$ cat config.mk
export PLATFORM = sky130hd
export DESIGN_NAME = mem_stage_sram_ctrl
export DESIGN_NICKNAME = d
export VERILOG_FILES = /design/src/rtl/mem_stage_sram_ctrl.sv
export SDC_FILE = /design/constraint.sdc
export NUM_CORES = 1
export LEC_CHECK = 0
export CAP_MARGIN = 20
export CORE_MARGIN = 8
export CORE_UTILIZATION = 61
export CTS_BUF_LIST = sky130_fd_sc_hd__clkbuf_4
export DETAILED_ROUTE_END_ITERATION = 8
export DONT_BUFFER_PORTS = 1
export GPL_ROUTABILITY_DRIVEN = 0
export GPL_TIMING_DRIVEN = 0
export PLACE_DENSITY_LB_ADDON = 0.05
export SLEW_MARGIN = 10
export SYNTH_ARGS = -nofsm -noshare
export SYNTH_HDL_FRONTEND = slang
export SYNTH_SLANG_ARGS = --single-unit
$ cat constraint.sdc
create_clock -name clk -period 4.7 [get_ports clk]
set_clock_uncertainty 0.1 [all_clocks]
set_input_delay 0.705 -clock clk [delete_from_list [all_inputs] [get_ports clk]]
set_output_delay 0.705 -clock clk [all_outputs]
set_load 0.05 [all_outputs]
$ cat src/rtl/mem_stage_sram_ctrl.sv
// Load/store responder: each 32-bit access runs as two 16-bit SRAM phases; MEM_FAULT_EN adds address checking.
// Latency: 2*WAIT_CYCLES+1 cycles from request to the completion cycle (1 cycle when an access faults).
// Backpressure: ready is low from the request cycle until completion; new requests are taken only in IDLE.
module mem_stage_sram_ctrl #(
   parameter int WAIT_CYCLES = 2,
   parameter int BASE_ADDR   = 1024,
   parameter int SRAM_ADDR_W = 18
) (
   input  logic                   clk,
   input  logic                   rst,
   input  logic                   rd_en,
   input  logic                   wr_en,
   input  logic [31:0]            addr,
   input  logic [31:0]            wdata,
   output logic [31:0]            rdata,
   output logic                   ready,
   output logic                   fault,
   output logic [SRAM_ADDR_W-1:0] sram_addr,
   output logic                   sram_we_n,
   output logic [15:0]            sram_dq_o,
   output logic                   sram_dq_oe,
   input  logic [15:0]            sram_dq_i
);

   localparam int IW = SRAM_ADDR_W - 1;
   localparam int CW = (WAIT_CYCLES > 1) ? $clog2(WAIT_CYCLES) : 1;
   localparam logic [CW-1:0] CNT_LAST = CW'(WAIT_CYCLES - 1);
   localparam logic [31:0]   BASE     = 32'(BASE_ADDR);

   typedef enum logic [1:0] {IDLE, LO, HI, DONE} state_t;

   state_t        state, state_nx;
   logic [CW-1:0] cnt;
   logic          req;
   logic          phase_end;
   logic          active;
   logic          acc_fault;
   logic [31:0]   offset;
   logic [IW-1:0] acc_idx;
   logic [IW-1:0] idx_q;
   logic          op_wr_q;
   logic [15:0]   wdata_hi_q;
   logic [15:0]   rdata_lo_q;

   assign req       = rd_en | wr_en;
   assign offset    = addr - BASE;
   assign acc_idx   = offset[IW+1:2];
   assign phase_end = (cnt == CNT_LAST);
   assign active    = (state == LO) || (state == HI);

`ifdef MEM_FAULT_EN
   logic fault_q;
   logic unused_offset_bits;

   assign acc_fault          = (addr[1:0] != 2'b00) || (addr < BASE) || (|offset[31:IW+2]);
   assign fault              = fault_q;
   assign unused_offset_bits = ^offset[1:0];

   always_ff @(posedge clk) begin
      if (rst) begin
         fault_q <= 1'b0;
      end else begin
         fault_q <= (state == IDLE) && req && acc_fault;
      end
   end
`else
   logic unused_addr_bits;

   // Misaligned and out-of-range addresses silently wrap onto the SRAM.
   assign acc_fault        = 1'b0;
   assign fault            = 1'b0;
   assign unused_addr_bits = ^{offset[31:IW+2], offset[1:0]};
`endif

   always_ff @(posedge clk) begin
      if (rst) begin
         state <= IDLE;
         cnt   <= '0;
      end else begin
         state <= state_nx;
         if (active && !phase_end) begin
            cnt <= cnt + 1'b1;
         end else begin
            cnt <= '0;
         end
      end
   end

   always_comb begin
      state_nx = state;
      case (state)
         IDLE:    if (req) state_nx = acc_fault ? DONE : LO;
         LO:      if (phase_end) state_nx = HI;
         HI:      if (phase_end) state_nx = DONE;
         DONE:    state_nx = IDLE;
         default: state_nx = IDLE;
      endcase
   end

   assign ready      = ((state == IDLE) && !req) || (state == DONE);
   assign sram_we_n  = !(active && op_wr_q);
   assign sram_dq_oe = active && op_wr_q;

   // Address and write data are registered one phase ahead so they are stable for the whole phase.
   always_ff @(posedge clk) begin
      if (rst) begin
         rdata      <= '0;
         rdata_lo_q <= '0;
         sram_addr  <= '0;
         sram_dq_o  <= '0;
         op_wr_q    <= 1'b0;
         idx_q      <= '0;
         wdata_hi_q <= '0;
      end else begin
         case (state)
            IDLE: begin
               if (req && !acc_fault) begin
                  op_wr_q    <= wr_en;
                  idx_q      <= acc_idx;
                  wdata_hi_q <= wdata[31:16];
                  sram_addr  <= {acc_idx, 1'b0};
                  if (wr_en) sram_dq_o <= wdata[15:0];
               end
            end
            LO: begin
               if (phase_end) begin
                  sram_addr <= {idx_q, 1'b1};
                  if (op_wr_q) begin
                     sram_dq_o <= wdata_hi_q;
                  end else begin
                     rdata_lo_q <= sram_dq_i;
                  end
               end
            end
            HI: begin
               if (phase_end && !op_wr_q) rdata <= {sram_dq_i, rdata_lo_q};
            end
            default: ;
         endcase
      end
   end

endmodule

==> summary.log, run 1 <==
qor: critical_path.cp-startpoint state[0]
qor: route.wl_met3 1.22 mm
qor: cells_and_area.area.growth.synth_to_final 9.69%
qor: synthesis.yosys.area_share.xor_xnor 0.917%
qor: route.route.detailed.vias_per_inst 5.61
qor: route.wl_met1 4.72 mm
qor: route.dr.pass1.iters 4
qor: route.routed_wirelength 11.9 mm
qor: critical_path.critPathArrivalTime 2.18 ns
qor: critical_path.crit_type flop to output pin
qor: route.detail_route.iter0.violations 170
qor: synthesis.post_synth_instance_area 0.00478 mm²
qor: synthesis.muxShareOfSynthArea 5.45%
qor: route.wl_met2 5.82 mm
qor: clocking.post_cts.resized_instances 0
qor: floorplanning.fp.dieH 104 µm
qor: critical_path.crit-reg2reg-launch state[0]
qor: critical_path.reg2reg_slack 2.50 ns
qor: synthesis.synth_compound_area_share 18.1%
qor: run.max_cap_violations 0
qor: route.drt-wirelength-per-cell 17.1 µm
qor: clocking.htree_num_levels 4
qor: synthesis.synth.ff_latch_count 119
qor: clocking.skew_pair_late_insertion_delay 0.51 ns
qor: clocking.clk_pin_slew_worst_paths 0.10 ns
qor: clocking.post-cts-setup-buffer-count 0
qor: grt.number_of_antenna_violations_at_the_first_check_in_global_routing 0
qor: synthesis.synth.net_count 652
qor: route.antenna_violating_nets_post_route 0
qor: floorplanning.io-pin-count 154
qor: power_and_ir_drop.cellPowerDensity 729 mW/mm²
qor: clocking.cts_tree yes
qor: route.drcViolationCount 0
qor: power_and_ir_drop.leakagePower 1.90 nW
qor: timing.finalWorstPathRequiredPeriod 2.98 ns
qor: floorplanning.fp-row-count 32
qor: critical_path.critPathCaptureType output pin
qor: floorplanning.coreArea 0.00765 mm²
qor: floorplanning.dieWidth 104 µm
qor: critical_path.r2r_cells 7
qor: synthesis.number_of_flops_mapped_to_enable_cells_by_yosys 0
qor: floorplanning.die_footprint 0.0109 mm²
qor: cells_and_area.drive_gt1_share 11.6%
qor: synthesis.synth-simple-area-share 19.2%
qor: synthesis.postSynthCellCount 563
qor: synthesis.synthesis_warnings 0
qor: synthesis.synth_top_family_by_area simple AND/OR/NAND/NOR gates
qor: synthesis.post-synth-top-area-fraction 49.9%
qor: route.highest_layer met4
qor: cells_and_area.fill_cells 679
qor: critical_path.critical_path_peak_fanout 9
qor: clocking.holdBufCountCts 0
qor: critical_path.crit_path_start_kind flop
qor: synthesis.synthArstFlopShare 0%
qor: timing.worst_pin_slew 0.711 ns
qor: timing.grt_setup_unrepaired no
qor: synthesis.post_synth_main_area_contributors dfxtp_1 (50%), nand2_1 (13%), a21oi_1 (8.3%), mux2i_1 (5.4%), a211oi_1 (3.3%)
qor: cells_and_area.fin_cells 697
qor: route.total_number_of_vias 3910
qor: timing.report.final.slew_viol_count 0
qor: grt.grt_pass1_wl 19.6 mm
qor: worst_hold_path.hold_path_class primary input to flop
qor: power_and_ir_drop.vdd_drop_max 0.000429 V
qor: clocking.numClockSinks 119
qor: synthesis.yosysSeqAreaShare 49.9%
qor: cells_and_area.final_nets 671
qor: timing.timing.max_slew.rel_slack 52.3%
qor: place.port_buffers 0
qor: floorplanning.initial_core_util 62.5%
qor: timing.sum_neg_setup_slack 0 ns
qor: run_status.outcome completed
qor: synthesis.synthAdderAreaFrac 1.31%
qor: critical_path.cp.required 3.89 ns
qor: place.dpl.hpwl 8.84 mm
qor: critical_path.reg_to_reg_critical_path_endpoint sram_addr[13]
qor: grt.first_global_vias 3898
qor: power_and_ir_drop.design_power_total 3.82 mW
qor: place.dp.cells 665
qor: clocking.clock_path_buffers 2
qor: synthesis.synth_ff_type dfxtp_1
qor: clocking.cts_buffers 17
qor: synthesis.synth.lib_cells_used.distinct 50
qor: timing.finalSetupViolCount 0
qor: synthesis.synth.largest_area_cell dfxtp_1
qor: synthesis.synth_area_per_cell 8.48 µm²
qor: grt.grt.overflow.total 0
qor: timing.achievable-frequency 0.335 GHz
qor: timing.finalCritPeriodShare 63.5%
qor: grt.pin_count_of_the_biggest_net_entering_global_routing 17
qor: cells_and_area.diodes 0
qor: timing.report.final.hold_viol_count 0
qor: clocking.cts_root_buffer clkbuf_4
qor: grt.gr-usage-all-layers 22.3%
qor: critical_path.timing.critical_path.to ready
[Yosys cell counts (3+ instances only)]
cell type	instances
a211oi_1	21
a211oi_2	8
a21oi_1	79
buf_1	8
buf_2	11
buf_6	4
clkbuf_1	14
dfxtp_1	119
ha_1	5
inv_1	7
mux2i_1	26
nand2_1	161
nand3_1	5
nor2_1	39
nor3_1	3
nor3b_1	3
o21ai_0	8
xnor2_1	3
[per-layer routing]
metal / vias to the layer above / GRT usage [%]
met1: 1806 / 24.2
met4: 0 / 8.48
met2: 132 / 36.7
met3: 19 / 10.6
li1: 1953 / -
met5: - / 0
[metrics by stage]
stage	hold WS (ns)	area, µm²	worst slack (ns)	utilization [%]
floorplan	0.332	4780	2.34	-
global placement	0.342	4900	2.28	64.1
detailed placement	0.347	4900	2.26	64.1
CTS	0.162	5240	1.69	68.5
global route	0.155	5240	1.59	68.5
finish	0.203	5240	1.72	68.5
[worst min path at each step]
stage / end / startpoint / depth (start not counted)
2_1_floorplan: rdata[0] / rdata_lo_q[0] / 2
3_3_place_gp: idx_q[3] / idx_q[3] / 2
3_5_place_dp: rdata[0] / rdata_lo_q[0] / 2
4_1_cts: idx_q[8] / addr[10] / 1
5_1_grt: idx_q[8] / addr[10] / 1
6_report: idx_q[8] / addr[10] / 1
[area by class of cell]
cell class / count / area (µm²) / area share [%]
inverters: 7 / 26.3 / 0.502
well taps: 102 / 128 / 2.44
clock buffers: 18 / 135 / 2.58
flip-flops and latches: 119 / 2380 / 45.5
clock inverters: 14 / 200 / 3.82
plain buffers: 42 / 218 / 4.16
multi-input cells: 395 / 2150 / 41.0
[sequential cells by signal (all words and copies together), names as in the netlist]
register    cells
cnt             1
idx_q          17
op_wr_q         1
rdata          32
rdata_lo_q     16
sram_addr      18
sram_dq_o      16
state           2
wdata_hi_q     16
[critical path: stages, from the launching register on]
cell and delay (ns):
dfxtp_1 0.34, inv_1 0.10, ha_1 0.17, buf_6 0.13
or3b_4 0.42, or2b_1 0.51
[kinds of logic (layout without fill, tap and decap cells)]
logic type / count (synthesis) / after routing
AOI/OAI and AO/OA: 133 / 133
xor gates and xnor gates: 5 / 5
adders and majority gates: 5 / 5
buffers and inverters: 49 / 81
DFF: 119 / 119
muxes: 26 / 26
other: 1 / 1
and+or+nand+nor: 225 / 225
[layout by cell type, fill, tap and decap left out, drive strengths merged, types with 2 or more instances in the layout]
cell type  Yosys  layout
a211oi        29      29
a21boi         2       2
a21oi         80      80
and2           2       2
buf           25      25
bufinv         0       4
clkbuf        17      35
clkinv         0       5
clkinvlp       0       3
dfxtp        119     119
ha             5       5
inv            7       9
mux2i         26      26
nand2        161     161
nand3          5       5
nand3b         2       2
nor2          39      39
nor2b          2       2
nor3           4       4
nor3b          3       3
o21ai          9       9
o221ai         2       2
o41ai          2       2
xnor2          3       3
xor2           2       2
[where the power goes]
part	total, mW	leakage [nW]	internal [mW]	switching, mW
Sequential	1.84	0.974	1.23	0.607
Combinational	1.14	0.761	0.444	0.700
Clock	0.834	0.169	0.433	0.401
Total	3.82	1.90	2.11	1.71
No activity file was read; power rests on OpenSTA's default activity.
==> inputs of run 2 (changes only) <==
- CORE_UTILIZATION: 61 -> 59
- clock period: 4.7 -> 2.4 ns (I/O delays scaled with it)
==> summary.log, run 2 (same netlist as run 1, synthesis figures left out) <==
qor: critical_path.crit_type flop to output pin
qor: cells_and_area.layout_top_registers rdata x32, sram_addr x18, idx_q x17
qor: place.port_buffers 0
qor: critical_path.reg2reg_slack 0.37 ns
qor: place.pre_cts_slack 0.308 ns
qor: timing.timing.max_slew.rel_slack 44.3%
qor: timing.finalSetupViolCount 0
qor: cells_and_area.final_core_utilization 74.5%
qor: cells_and_area.highest_count_cells_in_the_layout_ignoring_fill_and_taps nand2_1 (160), dfxtp_1 (117), a21oi_1 (79)
qor: critical_path.critPathArrivalTime 1.88 ns
qor: cells_and_area.final_common_cell nand2_1
qor: floorplanning.coreArea 0.00801 mm²
qor: timing.hold_slack 0.0277 ns
qor: cells_and_area.area.growth.synth_to_final 24.9%
qor: cells_and_area.final_nets 745
qor: floorplanning.fp.dieH 106 µm
qor: worst_hold_path.hold_end sram_addr[6]
qor: power_and_ir_drop.vdd_drop_max 0.000819 V
qor: critical_path.crit-reg2reg-launch state[0]
qor: timing.grt_setup_unrepaired no
qor: clocking.skew_pair_late_insertion_delay 0.51 ns
qor: timing.achievable-frequency 0.427 GHz
qor: run_status.outcome completed
qor: route.drcViolationCount 0
qor: critical_path.worstPathCellList inv_2 > ha_4 > buf_6 > or3b_4 > or2b_4
qor: route.routed_wirelength 13.5 mm
qor: timing.report.final.slew_viol_count 0
qor: clocking.htree_num_levels 4
qor: floorplanning.die_footprint 0.0112 mm²
qor: worst_hold_path.hold_path_startpoint addr[7]
qor: critical_path.critical_path_buf_inv_count 2
qor: grt.grt_pass1_wl 21.5 mm
qor: power_and_ir_drop.cellPowerDensity 1300 mW/mm²
qor: route.total_number_of_vias 4251
qor: place.dpl.hpwl 8.92 mm
qor: route.detail_route.iter0.violations 201
qor: grt.grt.overflow.total 0
qor: clocking.clock_path_buffers 2
qor: power_and_ir_drop.leakagePower 2.21 nW
qor: floorplanning.io-pin-count 154
qor: cells_and_area.drive_gt1_share 12.9%
qor: clocking.cts_root_buffer clkbuf_4
qor: critical_path.path_delay_family simple AND/OR/NAND/NOR gates
qor: route.dr.pass1.iters 5
qor: worst_hold_path.hold_depth 2
qor: grt.pin_count_of_the_biggest_net_entering_global_routing 17
qor: cells_and_area.largest_register_ff_count 32
qor: route.drt-wirelength-per-cell 17.4 µm
qor: floorplanning.initial_core_util 59.6%
qor: worst_hold_path.hold_path_class primary input to flop
qor: floorplanning.fp-row-count 33
qor: timing.final_critical_path_setup_slack 0.0570 ns
qor: critical_path.critical_path_peak_fanout 7
qor: cells_and_area.fill_cells 608
qor: critical_path.critPathMaxStageDelay 0.38 ns
qor: timing.sum_neg_setup_slack 0 ns
qor: timing.worst_pin_slew 0.831 ns
qor: critical_path.crit_path_start_kind flop
qor: cells_and_area.seqCellArea 0.00238 mm²
qor: timing.report.final.hold_viol_count 0
qor: cells_and_area.largest_register rdata
qor: clocking.clk_pin_slew_worst_paths 0.12 ns
qor: timing.finalCritPeriodShare 97.6%
qor: clocking.cts_buffers 17
qor: clocking.cts_tree yes
qor: cells_and_area.multiInputGateArea 0.00217 mm²
qor: cells_and_area.diodes 0
qor: clocking.numClockSinks 119
qor: grt.number_of_antenna_violations_at_the_first_check_in_global_routing 0
qor: grt.gr-usage-all-layers 23.7%
qor: grt.first_global_vias 4298
qor: timing.finalWorstPathRequiredPeriod 2.34 ns
qor: route.antenna_violating_nets_post_route 0
qor: route.route.detailed.vias_per_inst 5.49
qor: critical_path.r2r_cells 8
qor: power_and_ir_drop.design_power_total 7.77 mW
qor: critical_path.cp_slowest_cell or3b_4
qor: floorplanning.dieWidth 106 µm
qor: critical_path.critPathCaptureType output pin
qor: critical_path.reg_to_reg_critical_path_endpoint wdata_hi_q[9]
qor: critical_path.cp.required 1.94 ns
qor: run.max_cap_violations 0
-- run 2: changes by cell type in the layout (fill, tap and decap cells not counted), sizes merged --
| cell | before | now |
|---|---|---|
| clkbuf | 35 | 34 |
| clkinv | 5 | 3 |
| dlygate4sd3 | 0 | 65 |
| inv | 9 | 14 |
| bufinv | 4 | 3 |
| clkinvlp | 3 | 2 |
| buf | 25 | 34 |
-- run 2: through the flow --
step	instances	area, µm²
3_3_place_gp	668	4910
4_1_cts	768	5910
5_1_grt	774	5960
3_5_place_dp	668	4910
6_report	774	5960
2_1_floorplan	563	4780
-- run 2: layout make-up --
type	count	area share, %
buffer	42	3.65
clock buffer	17	2.14
clock inverter	15	3.13
inverter	7	0.503
multi-input combinational	395	36.4
sequential	119	40.0
tap	105	2.20
timing repair buffer	74	12.0
-- run 2: how the worst max path moves through the flow --
stage	from	slack [ns]	cells after the start	end
final	state[0]	0.06	5	ready
after global routing	state[0]	0.0003	5	ready
after CTS	state[0]	0.01	5	ready
after detailed placement	state[0]	0.31	5	ready
after global placement	state[0]	0.34	5	ready
after floorplan	state[0]	0.42	5	ready
-- run 2: routing by layer --
| metal | global-route usage [%] | up-vias | wire [µm] |
|---|---|---|---|
| met5 | 0 | - | 0 |
| met4 | 8.24 | 0 | 232 |
| met3 | 8.11 | 26 | 960 |
| met2 | 41.8 | 139 | 6990 |
| met1 | 25.9 | 1998 | 5280 |
| li1 | - | 2088 | - |
-- run 2: power by group --
part | total (mW) | leakage, nW | internal, mW | switching [mW]
registers | 3.61 | 0.974 | 2.42 | 1.20
clock network | 1.58 | 0.169 | 0.747 | 0.829
logic | 2.58 | 1.07 | 1.07 | 1.51
-- run 2: worst reg2reg max path, delay by kind of cell, from the launching register on --
kind,cells,cell delay (ns)
adders and majority gates,1,0.15
buffers and inverters,4,0.67
AOI/OAI and AO/OA,2,0.61
and+or+nand+nor,1,0.09
DFF,1,0.35
-- run 2: timing repair --
action                                  in CTS  in global routing
hold endpoints to repair                    87                  0
hold buffers                                65                  0
pin swaps                                    0                  0
resized for setup                            7                  3
setup buffers                                3                  6
endpoints found under the setup margin       2                  2
